--- src/rtl/cpu_ctrl_pkg.sv ---
`default_nettype none
// ============================================================================
// Module  : cpu_ctrl_pkg
// Purpose : Shared types and constants for the cpu_controller block. Holds the
//           FSM state enum, RV64I opcode/funct encodings, ALU opcodes, datapath
//           mux select values and the decoded instruction flag bundle.
// Ports   : none (package)
// Rev     : 1.0 - initial release
// ============================================================================
package cpu_ctrl_pkg;

  typedef enum logic [2:0] {
    IDLE    = 3'd0,
    DECODE  = 3'd1,
    EXECUTE = 3'd2,
    MEM     = 3'd3,
    WB      = 3'd4
  } state_t;

  // Major opcodes
  localparam logic [6:0] OP_LOAD  = 7'b0000011;
  localparam logic [6:0] OP_STORE = 7'b0100011;
  localparam logic [6:0] OP_IMM   = 7'b0010011;
  localparam logic [6:0] OP_REG   = 7'b0110011;

  // funct3 / funct7 encodings
  localparam logic [2:0] F3_ADD_SUB = 3'b000;
  localparam logic [2:0] F3_AND     = 3'b111;
  localparam logic [2:0] F3_OR      = 3'b110;
  localparam logic [2:0] F3_ADDI    = 3'b000;
  localparam logic [2:0] F3_LD_SD   = 3'b011;
  localparam logic [6:0] F7_BASE    = 7'b0000000;
  localparam logic [6:0] F7_SUB     = 7'b0100000;

  // ALU opcodes
  localparam logic [2:0] ALU_ADD = 3'b000;
  localparam logic [2:0] ALU_SUB = 3'b001;
  localparam logic [2:0] ALU_AND = 3'b010;
  localparam logic [2:0] ALU_OR  = 3'b011;

  // Datapath mux selects
  localparam logic MUX0_RF_A = 1'b0;
  localparam logic MUX0_RF_B = 1'b1;
  localparam logic MUX1_IMM  = 1'b0;
  localparam logic MUX1_RF_B = 1'b1;
  localparam logic MUX2_ALU  = 1'b0;
  localparam logic MUX2_DM   = 1'b1;

  // One-hot-ish flags: exactly one set for a legal word, none for illegal.
  typedef struct packed {
    logic is_load;
    logic is_store;
    logic is_addi;
    logic is_add;
    logic is_sub;
    logic is_and;
    logic is_or;
  } instr_flags_t;

endpackage
`default_nettype wire

--- src/rtl/cpu_controller_imm_gen.sv ---
`default_nettype none
// ============================================================================
// Module  : cpu_controller_imm_gen
// Purpose : Combinational instruction decoder. Splits the word into register
//           fields, produces the sign-extended I/S-type immediate and flags
//           identifying which supported instruction (if any) it is.
// Ports   : instr_i  - instruction word
//           imm_o    - sign-extended immediate (I-type or S-type)
//           rs1_o/rs2_o/rd_o - register fields
//           flags_o  - decoded instruction flags (all zero = illegal)
// Rev     : 1.0 - initial release
// ============================================================================
module cpu_controller_imm_gen
  import cpu_ctrl_pkg::*;
#(
  parameter int WORDSIZE = 64,
  parameter int INSTR_W  = 32
) (
  input  logic [INSTR_W-1:0]  instr_i,
  output logic [WORDSIZE-1:0] imm_o,
  output logic [4:0]          rs1_o,
  output logic [4:0]          rs2_o,
  output logic [4:0]          rd_o,
  output instr_flags_t        flags_o
);

  logic [6:0] w_opcode;
  logic [2:0] w_f3;
  logic [6:0] w_f7;

  assign w_opcode = instr_i[6:0];
  assign rd_o     = instr_i[11:7];
  assign w_f3     = instr_i[14:12];
  assign rs1_o    = instr_i[19:15];
  assign rs2_o    = instr_i[24:20];
  assign w_f7     = instr_i[31:25];

  always_comb begin
    flags_o = '0;
    imm_o   = '0;
    case (w_opcode)
      OP_LOAD: begin
        flags_o.is_load = (w_f3 == F3_LD_SD);
        imm_o = {{(WORDSIZE-12){instr_i[31]}}, instr_i[31:20]};
      end
      OP_IMM: begin
        flags_o.is_addi = (w_f3 == F3_ADDI);
        imm_o = {{(WORDSIZE-12){instr_i[31]}}, instr_i[31:20]};
      end
      OP_STORE: begin
        flags_o.is_store = (w_f3 == F3_LD_SD);
        imm_o = {{(WORDSIZE-12){instr_i[31]}}, instr_i[31:25], instr_i[11:7]};
      end
      OP_REG: begin
        flags_o.is_add = (w_f7 == F7_BASE) && (w_f3 == F3_ADD_SUB);
        flags_o.is_sub = (w_f7 == F7_SUB)  && (w_f3 == F3_ADD_SUB);
        flags_o.is_and = (w_f7 == F7_BASE) && (w_f3 == F3_AND);
        flags_o.is_or  = (w_f7 == F7_BASE) && (w_f3 == F3_OR);
      end
      default: begin
        flags_o = '0;
      end
    endcase
  end

endmodule
`default_nettype wire

--- src/rtl/cpu_controller.sv ---
`default_nettype none
// ============================================================================
// Module  : cpu_controller
// Purpose : Multi-cycle control unit for the 64-bit cpu datapath. Accepts one
//           RV64I word (ld, sd, addi, add, sub, and, or) over valid/ready and
//           sequences IDLE -> DECODE -> EXECUTE -> {MEM | WB}.
// Ports   : clk, rst_n (sync, active-low)
//           instr/instr_valid/instr_ready - instruction handshake
//           rf_addr_a/b, rf_write_addr, rf_write_en - register file control
//           immediate, mux_0/1/2_sel, alu_operation   - datapath control
//           dm_write_en - data memory write strobe
//           done / illegal_instr - retire / undecodable word pulses
//           instr_retired - retired count
// Config  : CTRL_PERF_CNT_EN - when defined, instr_retired is a wrapping
//           32-bit retire counter; otherwise it is tied to zero.
// Rev     : 1.0 - initial release
// ============================================================================
module cpu_controller
  import cpu_ctrl_pkg::*;
#(
  parameter int WORDSIZE = 64,
  parameter int INSTR_W  = 32
) (
  input  logic                clk,
  input  logic                rst_n,
  input  logic [INSTR_W-1:0]  instr,
  input  logic                instr_valid,
  output logic                instr_ready,
  output logic [4:0]          rf_addr_a,
  output logic [4:0]          rf_addr_b,
  output logic [4:0]          rf_write_addr,
  output logic                rf_write_en,
  output logic [WORDSIZE-1:0] immediate,
  output logic                mux_0_sel,
  output logic                mux_1_sel,
  output logic                mux_2_sel,
  output logic [2:0]          alu_operation,
  output logic                dm_write_en,
  output logic                done,
  output logic                illegal_instr,
  output logic [31:0]         instr_retired
);

  state_t state_q, state_d;
  logic [INSTR_W-1:0] instr_q;

  logic                instr_ready_q, instr_ready_d;
  logic                rf_write_en_q, rf_write_en_d;
  logic                dm_write_en_q, dm_write_en_d;
  logic                done_q, done_d;
  logic                illegal_q, illegal_d;
  logic [4:0]          rf_addr_a_q, rf_addr_a_d;
  logic [4:0]          rf_addr_b_q, rf_addr_b_d;
  logic [4:0]          rf_waddr_q, rf_waddr_d;
  logic [WORDSIZE-1:0] imm_q, imm_d;
  logic                mux_1_sel_q, mux_1_sel_d;
  logic                mux_2_sel_q, mux_2_sel_d;
  logic [2:0]          alu_op_q, alu_op_d;

  logic [INSTR_W-1:0]  w_dec_instr;
  logic [WORDSIZE-1:0] w_imm;
  logic [4:0]          w_rs1, w_rs2, w_rd;
  instr_flags_t        w_flags;
  logic                w_legal;
  logic                w_accept;
  logic [2:0]          w_alu_op;

  // In IDLE the incoming word is decoded so the DECODE-cycle outputs can be
  // registered at the accept edge; afterwards the latched copy drives routing.
  assign w_dec_instr = (state_q == IDLE) ? instr : instr_q;
  assign w_accept    = instr_valid & instr_ready_q;
  assign w_legal     = |w_flags;

  cpu_controller_imm_gen #(
    .WORDSIZE (WORDSIZE),
    .INSTR_W  (INSTR_W)
  ) u_imm_gen (
    .instr_i (w_dec_instr),
    .imm_o   (w_imm),
    .rs1_o   (w_rs1),
    .rs2_o   (w_rs2),
    .rd_o    (w_rd),
    .flags_o (w_flags)
  );

  always_comb begin
    w_alu_op = ALU_ADD;
    if (w_flags.is_sub)      w_alu_op = ALU_SUB;
    else if (w_flags.is_and) w_alu_op = ALU_AND;
    else if (w_flags.is_or)  w_alu_op = ALU_OR;
  end

  // Next-state and registered-output next values
  always_comb begin
    state_d = state_q;
    case (state_q)
      IDLE:    if (w_accept) state_d = DECODE;
      DECODE:  state_d = w_legal ? EXECUTE : IDLE;
      EXECUTE: state_d = (w_flags.is_load | w_flags.is_store) ? MEM : WB;
      MEM:     state_d = w_flags.is_load ? WB : IDLE;
      WB:      state_d = IDLE;
      default: state_d = IDLE;
    endcase

    instr_ready_d = (state_d == IDLE);
    rf_write_en_d = (state_d == WB) && (w_rd != 5'd0);
    dm_write_en_d = (state_d == MEM) && w_flags.is_store;
    done_d        = (state_d == WB) || ((state_d == MEM) && w_flags.is_store);
    illegal_d     = w_accept && !w_legal;

    // Control fields are captured once at acceptance and held until IDLE.
    rf_addr_a_d = rf_addr_a_q;
    rf_addr_b_d = rf_addr_b_q;
    rf_waddr_d  = rf_waddr_q;
    imm_d       = imm_q;
    mux_1_sel_d = mux_1_sel_q;
    mux_2_sel_d = mux_2_sel_q;
    alu_op_d    = alu_op_q;
    if (state_d == IDLE) begin
      rf_addr_a_d = '0;
      rf_addr_b_d = '0;
      rf_waddr_d  = '0;
      imm_d       = '0;
      mux_1_sel_d = 1'b0;
      mux_2_sel_d = 1'b0;
      alu_op_d    = '0;
    end else if (w_accept && w_legal) begin
      rf_addr_a_d = w_rs1;
      rf_addr_b_d = w_rs2;
      rf_waddr_d  = w_rd;
      imm_d       = w_imm;
      mux_1_sel_d = (w_flags.is_add | w_flags.is_sub | w_flags.is_and | w_flags.is_or)
                    ? MUX1_RF_B : MUX1_IMM;
      mux_2_sel_d = w_flags.is_load ? MUX2_DM : MUX2_ALU;
      alu_op_d    = w_alu_op;
    end
  end

  always_ff @(posedge clk) begin
    if (!rst_n) begin
      state_q       <= IDLE;
      instr_q       <= '0;
      instr_ready_q <= 1'b0;
      rf_write_en_q <= 1'b0;
      dm_write_en_q <= 1'b0;
      done_q        <= 1'b0;
      illegal_q     <= 1'b0;
      rf_addr_a_q   <= '0;
      rf_addr_b_q   <= '0;
      rf_waddr_q    <= '0;
      imm_q         <= '0;
      mux_1_sel_q   <= 1'b0;
      mux_2_sel_q   <= 1'b0;
      alu_op_q      <= '0;
    end else begin
      state_q       <= state_d;
      if (w_accept) instr_q <= instr;
      instr_ready_q <= instr_ready_d;
      rf_write_en_q <= rf_write_en_d;
      dm_write_en_q <= dm_write_en_d;
      done_q        <= done_d;
      illegal_q     <= illegal_d;
      rf_addr_a_q   <= rf_addr_a_d;
      rf_addr_b_q   <= rf_addr_b_d;
      rf_waddr_q    <= rf_waddr_d;
      imm_q         <= imm_d;
      mux_1_sel_q   <= mux_1_sel_d;
      mux_2_sel_q   <= mux_2_sel_d;
      alu_op_q      <= alu_op_d;
    end
  end

  assign instr_ready   = instr_ready_q;
  assign rf_addr_a     = rf_addr_a_q;
  assign rf_addr_b     = rf_addr_b_q;
  assign rf_write_addr = rf_waddr_q;
  assign rf_write_en   = rf_write_en_q;
  assign immediate     = imm_q;
  // ALU A always comes from rf_data_a for the supported instruction set.
  assign mux_0_sel     = MUX0_RF_A;
  assign mux_1_sel     = mux_1_sel_q;
  assign mux_2_sel     = mux_2_sel_q;
  assign alu_operation = alu_op_q;
  assign dm_write_en   = dm_write_en_q;
  assign done          = done_q;
  assign illegal_instr = illegal_q;

`ifdef CTRL_PERF_CNT_EN
  logic [31:0] retired_q;

  // Counts on the edge that raises done, so the count includes the
  // instruction retiring in the current cycle.
  always_ff @(posedge clk) begin
    if (!rst_n) begin
      retired_q <= '0;
    end else if (done_d) begin
      retired_q <= retired_q + 32'd1;
    end
  end

  assign instr_retired = retired_q;
`else
  assign instr_retired = '0;
`endif

endmodule
`default_nettype wire
--- config.mk ---
export PLATFORM = sky130hd
export DESIGN_NAME = cpu_controller
export DESIGN_NICKNAME = d
export VERILOG_FILES = /design/src/rtl/cpu_ctrl_pkg.sv /design/src/rtl/cpu_controller_imm_gen.sv /design/src/rtl/cpu_controller.sv
export SDC_FILE = /design/constraint.sdc
export NUM_CORES = 1
export LEC_CHECK = 0
export CELL_PAD_IN_SITES_DETAIL_PLACEMENT = 0
export CELL_PAD_IN_SITES_GLOBAL_PLACEMENT = 2
export CORE_UTILIZATION = 22
export DETAILED_ROUTE_END_ITERATION = 16
export PLACE_DENSITY = 0.79
export SKIP_CTS_REPAIR_TIMING = 1
export SLEW_MARGIN = 20
export SYNTH_ARGS = -nofsm -noshare
export SYNTH_HDL_FRONTEND = slang
export SYNTH_SLANG_ARGS = --single-unit
export TNS_END_PERCENT = 1
--- constraint.sdc ---
create_clock -name clk -period 2.4 [get_ports clk]
set_input_delay 0.48 -clock clk [delete_from_list [all_inputs] [get_ports clk]]
set_output_delay 0.48 -clock clk [all_outputs]
set_load 0.05 [all_outputs]
# After elaboration in Yosys (flattened, before gate mapping)
# Index checks and enable logic that the tools add are counted.
# word_totals
elab_cells	67
inputBits	35
ff_bits	124
out_inout_bits	122
# classes
bitwise	6
mux	16
n_eq_ne	13
reduce_logical	18
# ops
operator	count
64-bit case mux with 2 select lines	1
32-bit 2-to-1 mux	1
7-bit by 6-bit equality test with 1-bit output, second input constant	3
3-bit by 2-bit equality test with 1-bit output, second input constant	4
3-bit case mux with 4 select lines	1
3-bit equality test, second input constant	3
3-bit logical NOT	3
3-bit 2-to-1 mux	3
1-bit logical AND	8
2-bit 2-to-1 mux	4
7-bit by 2-bit equality test with 1-bit output, second input constant	1
7-bit by 5-bit equality test with 1-bit output, second input constant	1
7-bit logical NOT	1
7-bit OR reduction	1
1-bit 2-to-1 mux	5
5-bit nonzero test	1
4-bit 2-to-1 mux	1
1-bit OR	4
2-bit OR reduction	2
3-bit by 1-bit equality test with 1-bit output, second input constant	1
1-bit AND	1
1-bit logical NOT	1
1-bit logical OR	1
1-bit NOT	1

# Logic depth before layout (Yosys ltp)
# Gate-level depths: netlist (run 1).
# depth
ltp_word	11
ltp_mapped	10
depth_no_buf	7

# Cells and area by module
# From an unflattened synthesis (run 1), not the netlist that was laid out.
# hier_totals
cells_unflattened	724
hier_area_um2	6082.1
# by_module_without_submodules
module	cells_per_inst	instances	area_each_um2
cpu_controller	608	1	5281.3
cpu_controller_imm_gen	116	1	800.8

# Worst setup path before layout (run 1)
# Ideal clock, no wire load.
# synth_timing
path_type	register to output
from	reg immediate[62] (netlist name)
to	out immediate[12]
t_required_ns	1.920
path_slack_ns	0.080
arrival_ns	1.840
n_path_buf	1
path_stages_with_launch	2
path_cell_list	dfxtp_1 -> buf_4
# synth_lines
item	line_no	source
end: declaration	cpu_controller.sv:33	output logic [WORDSIZE-1:0] immediate,

# Final worst setup path (run 1)
# layout_timing
from	reg state_q[1]
to	reg rf_waddr_q[0] (netlist: rf_write_addr[0])
# layout_via
elab_chain_cells	10
elab_cells_between_ends	33
# layout_rtl
item	line_no	source
start: declaration	cpu_controller.sv:44	state_t state_q, state_d;
start signal: assignment	cpu_controller.sv:156	state_q <= state_d;
3-bit logical NOT	cpu_controller.sv:70, cpu_controller.sv:96	
32-bit 2-to-1 mux	cpu_controller.sv:70	assign w_dec_instr = (state_q == IDLE) ? instr : instr_q;
7-bit by 6-bit equality test with 1-bit output, or another cell as far along	cpu_controller_imm_gen.sv:56	flags_o.is_sub = (w_f7 == F7_SUB) && (w_f3 == F3_ADD_SUB);
1-bit logical AND, on equally long branches	--	
4-bit 2-to-1 mux	cpu_controller_imm_gen.sv:41	case (w_opcode)
7-bit OR reduction	cpu_controller.sv:72	assign w_legal = |w_flags;
2-bit 2-to-1 mux	cpu_controller.sv:98	DECODE: state_d = w_legal ? EXECUTE : IDLE;
3-bit case mux with 4 select lines	cpu_controller.sv:96	case (state_q)
3-bit logical NOT	cpu_controller.sv:119	if (state_d == IDLE) begin
2-bit OR reduction (no line)	--	
end signal: assignment	cpu_controller.sv:165	rf_waddr_q <= rf_waddr_d;
end: declaration	cpu_controller.sv:54	logic [4:0] rf_waddr_q, rf_waddr_d;
# Parallel ways exist; a longest one is shown, timed or not.
# A chain may end at the register's enable or synchronous reset.

==> flow_metrics.tcl, run 1 <==
set metrics [dict create \
    synthCells 467 \
    syn_area_mm2 0.004038 \
    area_delta_synth_final_pct 54.48 \
    placed_area_mm2 0.005753 \
    rr_startpoint "state_q[1]" \
    die_area_mm2 0.01890 \
    antenna_found_initial 0 \
    seq_area_frac_synth 0.3520 \
    pwr_density_cell_mw_per_mm2 501.6 \
    cpMaxStageDelayCell "or3_4" \
    fin_cells 799 \
    ys_types 47 \
    grt-ovfl-total 0 \
    critPathRequiredTime_ps 2610 \
    layout_commonest_cell "nand2_1" \
    post-route-drc-count 0 \
    globalRouteTotalUtil 0.1133 \
    cts_buffers 9 \
    synth-warning-count 0 \
    start_util 0.2248 \
    clock_sinks 71 \
    numPortBuffers 122 \
    grt_pass1_vias 3221 \
    ctsHtreeMaxLevel 3 \
    fin_worst_skew_ps 9.978 \
    drtIter0Drc 176 \
    power_frac_clock 0.473 \
    timing.fmax_ghz 0.4409 \
    worst_setup_path_start_kind "register" \
    avgSynthCellArea_um2 8.646 \
    ys_seq_elements 71 \
    yosys_most_used_dff "dfxtp_1" \
    arrival_ps 2480 \
    grt_pass1_wl_um 16580 \
    coreArea_mm2 0.01796 \
    r2r_cells 9 \
    antenna_left 0 \
    fin_tns_setup_ps 0 \
    switching_power_uw 832.1 \
    cp-end-kind "register" \
    finalHoldViolCount 0 \
    async_reset_ff_frac 0 \
    path_clk_slew_ps 60 \
    power.total_uw 3129 \
    rsz0062_at_grt "false" \
    worst_pin_slew_ps 545.9 \
    place.gp.congestion 0.8023 \
    worstHoldPathType "reg2reg" \
    cts_tree "yes" \
    p_sw_frac 0.2659 \
    p_int_uw 2297 \
    timing.rr.end "rf_write_addr[0]" \
    final-setup-viol-count 0 \
    synth-edff-count 0 \
    final_max_slew_viol_count 0 \
    crit_fanout 16 \
    avgRoutedWirePerCell_um 14.14 \
    nFillCells 1815 \
    cts-root-buf "clkbuf_16" \
    viasPerCell 4.139 \
    hold_depth 2 \
    maxCapViolCount 0 \
    period_needed_ps 2268 \
    crit_type "reg2reg" \
    slew_headroom 0.6349 \
    pwr-share-comb 0.135 \
    fin_nets 600 \
    drtPass1Iterations 4 \
    diodes 0 \
    power_frac_seq 0.393 \
    p_leak_uw 0.002364 \
    final_cell_mix "94 x nand2_1, 71 x dfxtp_1, 63 x clkdlybuf4s50_1" \
    grt_max_degree 43 \
    critPathMaxStageDelay_ps 510 \
    post-dp-hpwl_um 8217 \
    hp-start "instr_q[19]" \
    status "complete, no violations" \
    drive_gt1_frac 0.2719 \
    wl_um 11300 \
    hold_path_end "instr_q[19]" \
    r2r_slack_ps 130 \
    fp.dieH_um 137.5 \
    cts_buffer_depth 2 \
    io_pins 157 \
    rows 49 \
    fp.dieW_um 137.5 \
    via_count 3307 \
    stdcell_area_mm2 0.006237 \
    dp_cells 780 \
    period_share 0.9450 \
    ir_worst_vdd_mv 0.4060 \
    clock_latency_ps 340 \
    crit_chain "or3_4 > nand4_1 > a21boi_1 > o21bai_4 > buf_4 > nand2_2 > o211ai_4 > clkbuf_16 > a211oi_2" \
]
-- synth_stat cells (2+ instances only) --
master     n  area share
clkbuf_1  12       0.011
nor4bb_1   2      0.0050
nand2b_1   5      0.0077
a21boi_0  32       0.059
o31a_1     3      0.0065
o21ai_0    4      0.0050
and2_1     2      0.0031
o221a_2    5       0.014
o211ai_1   2      0.0037
buf_2      4      0.0050
buf_6      9       0.025
dfxtp_1   71        0.35
buf_4     87        0.16
o22ai_1    2      0.0031
nor4_1     2      0.0031
nand4_1    5      0.0077
a21oi_1   12       0.015
nand2_1   95       0.088
nor4b_1    4      0.0087
a211oi_2  15       0.046
or3_1      2      0.0031
mux2i_1   23       0.057
nor3_1     2      0.0025
nor2b_1    2      0.0031
o21a_1     2      0.0037
nor3_2     6       0.015
nor2_1    37       0.034
-- flip-flops by register name (all words and copies together) (netlist names) --
signal	flops
rf_addr_a	5
alu_operation	2
illegal_instr	1
rf_write_addr	5
mux_2_sel	1
instr_q	32
rf_write_en	1
immediate	12
dm_write_en	1
rf_addr_b	5
mux_1_sel	1
instr_ready	1
state_q	3
done	1
-- stage by stage --
step | hold WS [ps] | setup WS, ps | util
floorplan | 438.5 | 80.37 | -
finish | 460.6 | 132.0 | 0.3472
global route | 480.0 | 6.459 | 0.3472
detailed placement | 455.7 | -440.5 | 0.3203
CTS | 463.5 | -106.3 | 0.3386
global placement | 448.1 | -413.3 | 0.3203
-- cell families after synthesis --
logic type,Yosys count,share of synthesized area
other cells,1,0.0009288
compound gates,87,0.1835
buf+inv,113,0.2039
mux,23,0.05702
simple gates,172,0.2027
flops,71,0.3520
-- layer usage --
layer / routed length, µm / global-route usage
met1: 4749 / 0.1394
met2: 5784 / 0.1910
met3: 674 / 0.03753
met4: 87 / 0.02259
met5: 0 / 0
-- final cells by class --
class | count | area [µm²] | share of cell area
multi-input cells | 316 | 2003 | 0.3212
repair buffers | 166 | 2193 | 0.3517
flip-flops and latches | 71 | 1421 | 0.2279
well taps | 229 | 286.5 | 0.04594
inverters | 1 | 3.754 | 0.0006018
clock inverters | 6 | 90.09 | 0.01444
clock buffers | 10 | 239.0 | 0.03831
-- power by group through the flow --
stage / combinational, µW / sequential, µW / clock [µW]
6_report: 421 / 1230 / 1480
5_1_grt: 453 / 1230 / 1560
4_1_cts: 401 / 1230 / 1520
3_5_place_dp: 399 / 1250 / 0
3_3_place_gp: 396 / 1250 / 0
2_1_floorplan: 294 / 1250 / 0
-- worst max-delay path: cells and delay by family (launching register included) --
| kind | cells | cell delay, ps |
|---|---|---|
| AOI/OAI and AO/OA | 4 | 760 |
| and+or+nand+nor | 3 | 680 |
| buffers and inverters | 2 | 370 |
| DFF | 1 | 340 |
-- how the worst max path moves through the flow --
stage,cells after the start,startpoint,endpoint,slack (ps)
global placement,10,instr[2],immediate[2],-410
CTS,10,instr[2],immediate[5],-110
global route,9,instr[12],rf_addr_a[0],6
floorplan,1,immediate[62],immediate[12],80
detailed placement,10,instr[2],immediate[5],-440
finish,9,state_q[1],rf_write_addr[0],130
Power figures use the tool's default switching activity.
==> inputs of run 2 (changes only) <==
HOLD_SLACK_MARGIN = 0.08   (was default)
==> results of run 2 <==
Same layout as run 1: the final DEF is identical, and so are final timing and power.
